File: src/rtl/div16_ctrl.sv
// Sequencer for the 16-bit restoring divider: drives the external subtractor
// stage one bit per SHIFT/SUB pair and assembles quotient and remainder.
module div16_ctrl #(
  parameter int unsigned WIDTH = 16
) (
  input  logic             clk,
  input  logic             rst,
  input  logic             start,
  input  logic [WIDTH-1:0] dividend,
  input  logic [WIDTH-1:0] divisor,
  input  logic             sub_msb,
  input  logic [WIDTH-1:0] sub_result,
  output logic [WIDTH-1:0] sub_a,
  output logic [WIDTH-1:0] sub_b,
  output logic             sub_dv0,
  output logic [WIDTH-1:0] quotient,
  output logic [WIDTH-1:0] remainder,
  output logic             done,
  output logic             busy,
  output logic             div_zero
);

  localparam int unsigned CNT_W = 5;
  localparam logic [CNT_W-1:0] CNT_INIT = CNT_W'(WIDTH);

  typedef enum logic [1:0] {
    IDLE  = 2'd0,
    SHIFT = 2'd1,
    SUB   = 2'd2,
    DONE  = 2'd3
  } state_t;

  state_t             state_q, state_d;
  logic [WIDTH-1:0]   p_q, p_d;
  logic               ov_q, ov_d;
  logic [WIDTH-1:0]   q_q, q_d;
  logic [WIDTH-1:0]   d_q, d_d;
  logic [CNT_W-1:0]   cnt_q, cnt_d;
  logic [WIDTH-1:0]   quot_q, quot_d;
  logic [WIDTH-1:0]   rem_q, rem_d;
  logic               done_q, done_d;
  logic               busy_q, busy_d;
  logic               dv0_q, dv0_d;
  logic               dz_q, dz_d;
  logic               accept;

  assign sub_a     = p_q;
  assign sub_b     = d_q;
  assign sub_dv0   = dv0_q;
  assign quotient  = quot_q;
  assign remainder = rem_q;
  assign done      = done_q;
  assign busy      = busy_q;
  assign div_zero  = dz_q;

  // An overflowed partial remainder always exceeds the divisor, so it forces accept.
  assign accept = ~sub_msb | ov_q;

  always_ff @(posedge clk or negedge rst) begin
    if (!rst) begin
      state_q <= IDLE;
      p_q     <= '0;
      ov_q    <= 1'b0;
      q_q     <= '0;
      d_q     <= '0;
      cnt_q   <= '0;
      quot_q  <= '0;
      rem_q   <= '0;
      done_q  <= 1'b0;
      busy_q  <= 1'b0;
      dv0_q   <= 1'b0;
      dz_q    <= 1'b0;
    end else begin
      state_q <= state_d;
      p_q     <= p_d;
      ov_q    <= ov_d;
      q_q     <= q_d;
      d_q     <= d_d;
      cnt_q   <= cnt_d;
      quot_q  <= quot_d;
      rem_q   <= rem_d;
      done_q  <= done_d;
      busy_q  <= busy_d;
      dv0_q   <= dv0_d;
      dz_q    <= dz_d;
    end
  end

  always_comb begin
    state_d = state_q;
    p_d     = p_q;
    ov_d    = ov_q;
    q_d     = q_q;
    d_d     = d_q;
    cnt_d   = cnt_q;
    quot_d  = quot_q;
    rem_d   = rem_q;
    dz_d    = dz_q;

    unique case (state_q)
      IDLE: begin
        if (start) begin
          p_d   = '0;
          ov_d  = 1'b0;
          q_d   = dividend;
          d_d   = divisor;
          cnt_d = CNT_INIT;
          dz_d  = 1'b0;
          if (divisor == '0) begin
            quot_d  = '1;
            rem_d   = dividend;
            dz_d    = 1'b1;
            state_d = DONE;
          end else begin
            state_d = SHIFT;
          end
        end
      end
      SHIFT: begin
        ov_d    = p_q[WIDTH-1];
        p_d     = {p_q[WIDTH-2:0], q_q[WIDTH-1]};
        q_d     = {q_q[WIDTH-2:0], 1'b0};
        cnt_d   = cnt_q - CNT_W'(1);
        state_d = SUB;
      end
      SUB: begin
        if (accept) begin
          p_d = sub_result;
        end
        q_d[0] = accept;
        if (cnt_q == '0) begin
          quot_d  = {q_q[WIDTH-1:1], accept};
          rem_d   = accept ? sub_result : p_q;
          state_d = DONE;
        end else begin
          state_d = SHIFT;
        end
      end
      DONE: begin
        state_d = IDLE;
      end
      default: begin
        state_d = IDLE;
      end
    endcase

    // Status flags are decoded from the next state so they register glitch-free.
    done_d = (state_d == DONE);
    busy_d = (state_d != IDLE);
    dv0_d  = (state_d == SUB);
  end

endmodule
File: config.mk
export PLATFORM = sky130hd
export DESIGN_NAME = div16_ctrl
export DESIGN_NICKNAME = d
export VERILOG_FILES = /design/src/rtl/div16_ctrl.sv
export SDC_FILE = /design/constraint.sdc
export NUM_CORES = 1
export LEC_CHECK = 0
export ABC_AREA = 1
export BUFFER_PORTS_ARGS = -buffer_cell sky130_fd_sc_hd__buf_2
export CAP_MARGIN = 30
export CORE_UTILIZATION = 48
export DETAILED_ROUTE_END_ITERATION = 10
export PLACE_DENSITY = 0.8
export SYNTH_ARGS = -nofsm -noshare
export SYNTH_HDL_FRONTEND = slang
export SYNTH_SLANG_ARGS = --single-unit
File: constraint.sdc
create_clock -name clk -period 1.8 [get_ports clk]
set_input_delay 0.09 -clock clk [delete_from_list [all_inputs] [get_ports clk]]
set_output_delay 0.09 -clock clk [all_outputs]
set_load 0.01 [all_outputs]
==> metrics.txt, run 1 <==
most common cell after layout, fill and taps aside=nand2_1; # Max-Cap Violations=0; vias in the first global route=~4200; CP Cell Sequence=inv_2 -> ha_4 -> inv_4 -> nor2_4 -> nand3_2 -> a21oi_4 -> buf_12 -> buf_12 -> nand3_1 -> nand2_1; fillers=roughly 750; CP Launch Type=flip-flop; CTS clk-pin slew, worst paths=around 90 ps; max-slew violation count=0; Worst-Skew Late Latency=between 300 and 400 ps; DRT antenna net count=0; Worst Tran Pin Value=around 600 ps; Post-DP HPWL=8.33 mm; Root Buffer=clkbuf_8; layout cells sized above 1=26.9%; post-synthesis cell count=550; Fmax achieved=between 500 and 600 MHz; Via density=about 5.3; drt pass-1 iters=5; Mapped Nets=just over 600; Syn. warnings=0; Final Hold Vio Count=0; final period utilization=95.7%; Lkg Pwr=around 3 nW; grt ovf=0; Cell variety after synth=32; first-pass GRT wire length=slightly below 20 mm; r2r setup slk=between 70 and 80 ps; Worst Path Buf+Inv=4; crit path max fanout=11; port buffer count=119; Post-Route Setup TNS=0 ps; Worst Hold Margin=approximately 6.6 ps; setup ws final=roughly 80 ps; chip height=just under 100 µm; most frequent cells in the layout=nand2_1 (213), buf_2 (118), dfrtp_1 (92), nand3_1 (51), inv_1 (44); Top Ports=120; pre-CTS setup slack=around 11 ps; CP required=roughly 2100 ps; CP top delay family=buffers and inverters; status=finished, final reports clean; Routed WL=12.2 mm; clk buf depth=2; Setup Viol. Count Final=0; EDFF count, synth=0; Power Density=approximately 1800 mW/mm²; CTS sink cnt=92; drt first-iter violations=280; Synth Cell Area=0.00451 mm²; diodes inserted=0; H-tree levels=3; Die ar.=roughly 0.01 mm²; Starting Density=roughly 49%; Crit path top cell by count=buf_12; Crit path largest cell delay=between 400 and 500 ps; Arrival @ worst endpoint=slightly above 2000 ps; num rows=35; GRT Util Overall=between 20% and 30%; area of the multi-input gates=roughly 0.0019 mm²; storage element area=between 0.002 and 0.0025 mm²; DRC=0; Critical Path Sink Type=flip-flop; unrepaired setup endpoints after global routing=yes; largest net degree at the start of global routing=39; Routed WL per cell=~15 µm; CTS tree=yes; area delta synth->final=28.6%; FFs w/ async S/R, synth=between 90% and 100%; minimum clock period=1720 ps; mean area per synthesized cell=around 8.2 µm²; Core Util, Final=between 60% and 70%; # nets final=~750; Via Count=around 4300; Core Region=around 0.009 mm²; Peak VDD IR=slightly below 0.9 mV; Most used DFF post-synth=dfrtp_1; Setup CP Type=flip-flop to flip-flop; initial antenna violation count=0; worst slew margin relative to its limit=roughly three fifths; worst clock skew=12.7 ps; sequential-to-total area share from yosys stat=approximately 51%; die width=99.0 µm; CP max stage cell=dfrtp_1; GPL Wtd Cong=approximately 0.94; Seq cells post-synth=92; worst hold path class=input pin to flip-flop; CTS Buf Count=9
## flip-flops by register name (all words and copies together) (netlist names)
register / flops
busy: 1
cnt_q: 5
div_zero: 1
done: 1
ov_q: 1
q_q: 16
quotient: 16
remainder: 16
state_q: 2
sub_a: 16
sub_b: 16
sub_dv0: 1
## per-stage QoR
stage          cells  power, mW  area, µm²
6_report         811       10.2       5800
3_5_place_dp     771       8.07       5230
2_1_floorplan    550       6.62       4510
5_1_grt          811       11.0       5800
4_1_cts          807       9.91       5700
3_3_place_gp     771       7.90       5230
## worst register-to-register path, cell delays in order (launching register included)
cell and delay (ps):
dfrtp_1 440, inv_2 130, ha_4 160, inv_4 70
nor2_4 110, nand3_2 90, a21oi_4 160, buf_12 170
buf_12 130, nand3_1 110, nand2_1 100
## cell type report
type / count / area share [%]
inverters: 48 / 3.17
clock inverters: 5 / 1.44
well taps: 111 / 2.39
flip-flops and latches: 92 / 39.7
clock buffers: 11 / 2.44
multi-input cells: 383 / 32.7
repair buffers: 161 / 18.2
## power by group
part	switching (mW)	internal (mW)	total [mW]
registers	0.459	2.97	3.43
clock network	0.761	0.826	1.59
logic	3.19	2.00	5.19
total	4.41	5.80	10.2
## synthesized netlist by cell type (2+ instances only)
master	number	area, µm²
o22ai_1	4	25.0
o21ai_1	8	40.0
nand3b_1	2	15.0
a21oi_4	2	32.5
a21oi_1	2	10.0
o211ai_1	28	210
ha_1	5	62.6
nor2_1	14	52.6
nand2_2	10	62.6
nor3_1	4	20.0
inv_1	45	169
clkbuf_1	8	30.0
nand2_1	214	803
nand3_1	51	255
o211ai_2	3	37.5
buf_2	10	50.1
dfrtp_1	92	2300
o21ai_0	26	130
and3_1	2	12.5
buf_6	8	90.1
## path summary, 6_finish.rpt
| path | startpoint | end | cells past startpoint |
|---|---|---|---|
| hold / removal | dividend[10] | q_q[10] | 3 |
| min in group asynchronous | rst | remainder[10] | 2 |
| setup reg to reg | state_q[0] | quotient[6] | 10 |
| hold reg to reg | quotient[10] | quotient[10] | 2 |
| max in group asynchronous | rst | sub_a[1] | 3 |
| setup / recovery | state_q[0] | quotient[6] | 10 |
## timing repair
item / 4_1_cts / 5_1_grt
buffers inserted: 1 / 3
resized for setup: 7 / 12
setup endpoints to repair: 20 / 77
hold buffers: 18 / 0
hold endpoints to repair: 53 / 0
gates cloned: 1 / 1
## per-layer routing
metal | track usage (%) | up-vias | wire length, µm
met5 | 0 | - | 0
met4 | 11.8 | 0 | 403
met3 | 3.69 | 39 | 750
met2 | 41.3 | 200 | 5820
met1 | 35.2 | 2040 | 5260
li1 | - | 2056 | -
## cells by family after synthesis
logic type | share of synthesized area, %
and+or+nand+nor | 28.4
AOI/OAI and AO/OA | 10.8
buffers and inverters | 8.43
DFF | 51.0
adders and majority gates | 1.39
Power figures use the tool's default switching activity.
==> run 2: changes to the inputs <==
Settings changed: CTS_BUF_LIST set to sky130_fd_sc_hd__clkbuf_16.
==> run 2 against run 1 <==
Via count increased by 1.5%. Register-to-register slack got worse by 20 ps. Final cell count increased by 0.12%. Die area unchanged. Critical endpoint is now quotient[2]. Design area increased by 1.6%.
==> metrics.txt, run 2 (same netlist as run 1, synthesis figures left out) <==
Routed WL per cell=about 16 µm; CTS tree=yes; num rows=35; CTS Buf Count=9; CP required=approximately 2100 ps; Fmax achieved=around 570 MHz; area delta synth->final=30.6%; GRT Util Overall=a little over a quarter; Worst Tran Pin Value=just under 500 ps; Top Ports=120; Root Buffer=clkbuf_16; hold path depth=3; grt ovf=0; first-pass GRT wire length=about 20 mm; CP max stage cell=dfrtp_1; worst r2r src=state_q[0]; R2R cell count=10; die width=just under 100 µm; Setup Viol. Count Final=0; most frequent cells in the layout=nand2_1 (213), buf_2 (118), dfrtp_1 (92), nand3_1 (51), inv_1 (44); Crit path largest cell delay=about 410 ps; CTS clk-pin slew, worst paths=about 70 ps; min-delay src=dividend[3]; DRT antenna net count=0; Power Density=1820 mW/mm²; drt pass-1 iters=5; port buffer count=119; final period utilization=a little over nine tenths; clk buf depth=2; initial antenna violation count=0; Core Region=a little over 0.009 mm²; Setup CP Type=flip-flop to flip-flop; unrepaired setup endpoints after global routing=yes; Hold Path End=q_q[3]; Crit path top cell by count=buf_12; setup ws final=between 50 and 60 ps; Starting Density=49.3%; cell count after placement=between 700 and 800; Peak VDD IR=approximately 1.0 mV; CP Launch Type=flip-flop; status=finished, final reports clean; minimum clock period=roughly 1700 ps; Via Count=4402; chip height=99.0 µm; drt first-iter violations=409; Worst-Skew Late Latency=approximately 340 ps; most common cell after layout, fill and taps aside=nand2_1; Via density=around 5.4; Lkg Pwr=between 3 and 4 nW; Final Hold Vio Count=0; GPL Wtd Cong=approximately 0.94; r2r setup slk=roughly 56 ps; worst slew margin relative to its limit=between 60% and 70%; H-tree levels=3; Die ar.=~0.0098 mm²; # Max-Cap Violations=0; Arrival @ worst endpoint=2030 ps; diodes inserted=0; DRC=0; layout cells sized above 1=27.1%; non-filler cells, final=between 800 and 900; pre-CTS setup slack=between 10 and 15 ps; crit path max fanout=21; vias in the first global route=4173; worst clock skew=slightly below 9 ps; max-slew violation count=0; largest net degree at the start of global routing=39; Critical Path Sink Type=flip-flop; Core Util, Final=64.4%; FF-to-FF End=quotient[2]; Post-DP HPWL=between 8 and 9 mm; # nets final=between 700 and 800; CP Cell Sequence=inv_2 -> ha_4 -> inv_4 -> nor2_4 -> nand3_2 -> a21oi_4 -> buf_12 -> buf_12 -> nand3_1 -> nand2_1; worst hold path class=input pin to flip-flop; CTS sink cnt=92; Routed WL=12.7 mm
[run 2: where the power goes]
part / total (mW) / internal [mW] / leakage, nW / switching (mW)
combinational: 5.25 / 2.01 / 1.75 / 3.24
clock: 2.04 / 1.21 / 0.151 / 0.825
sequential: 3.45 / 2.98 / 1.15 / 0.469
[run 2: worst max path at each step]
stage,from,end,slack [ps],depth (start not counted)
4_1_cts,state_q[0],quotient[1],6,6
6_report,state_q[0],quotient[2],60,10
3_3_place_gp,state_q[0],quotient[5],70,9
3_5_place_dp,state_q[0],quotient[14],10,9
2_1_floorplan,state_q[0],quotient[0],120,11
5_1_grt,state_q[0],quotient[2],-60,10
[run 2: per-stage QoR]
stage | setup TNS (ps) | cell area [µm²] | total power [mW] | hold WS, ps
floorplan | 0 | 4510 | 6.62 | -206
global route | -954 | 5890 | 11.5 | 32.2
detailed placement | 0 | 5230 | 8.07 | 91.8
CTS | 0 | 5740 | 10.2 | 18.1
global placement | 0 | 5230 | 7.90 | 89.3
finish | 0 | 5890 | 10.7 | 19.6
[run 2: repair_timing]
| item | CTS | global route |
|---|---|---|
| hold endpoints to repair | 52 | 0 |
| gates cloned | 0 | 1 |
| hold buffers | 17 | 0 |
| endpoints found under the setup margin | 24 | 71 |
| pin swaps | 0 | 1 |
| gates resized for setup | 5 | 14 |
| buffers inserted | 0 | 7 |
[run 2: worst max-delay path: cells and delay by family, from the launching register on]
family | cells | cell delay (ps)
flops | 1 | 410
fa+ha+maj | 1 | 160
compound gates | 1 | 240
buf+inv | 4 | 480
simple gates | 4 | 400
[run 2: cell type report]
type,count,area [µm²]
Tap cell,111,139
Timing Repair Buffer,162,1050
Clock inverter,7,91.3
Clock buffer,9,225
Sequential cell,92,2300
Inverter,48,188
Fill cell,717,3260
Multi-Input combinational cell,383,1900
[run 2: layer usage]
metal	GRT usage, %	wire length, µm
met1	34.5	5200
met2	43.5	6230
met3	5.11	868
met4	11.9	373
met5	0	0
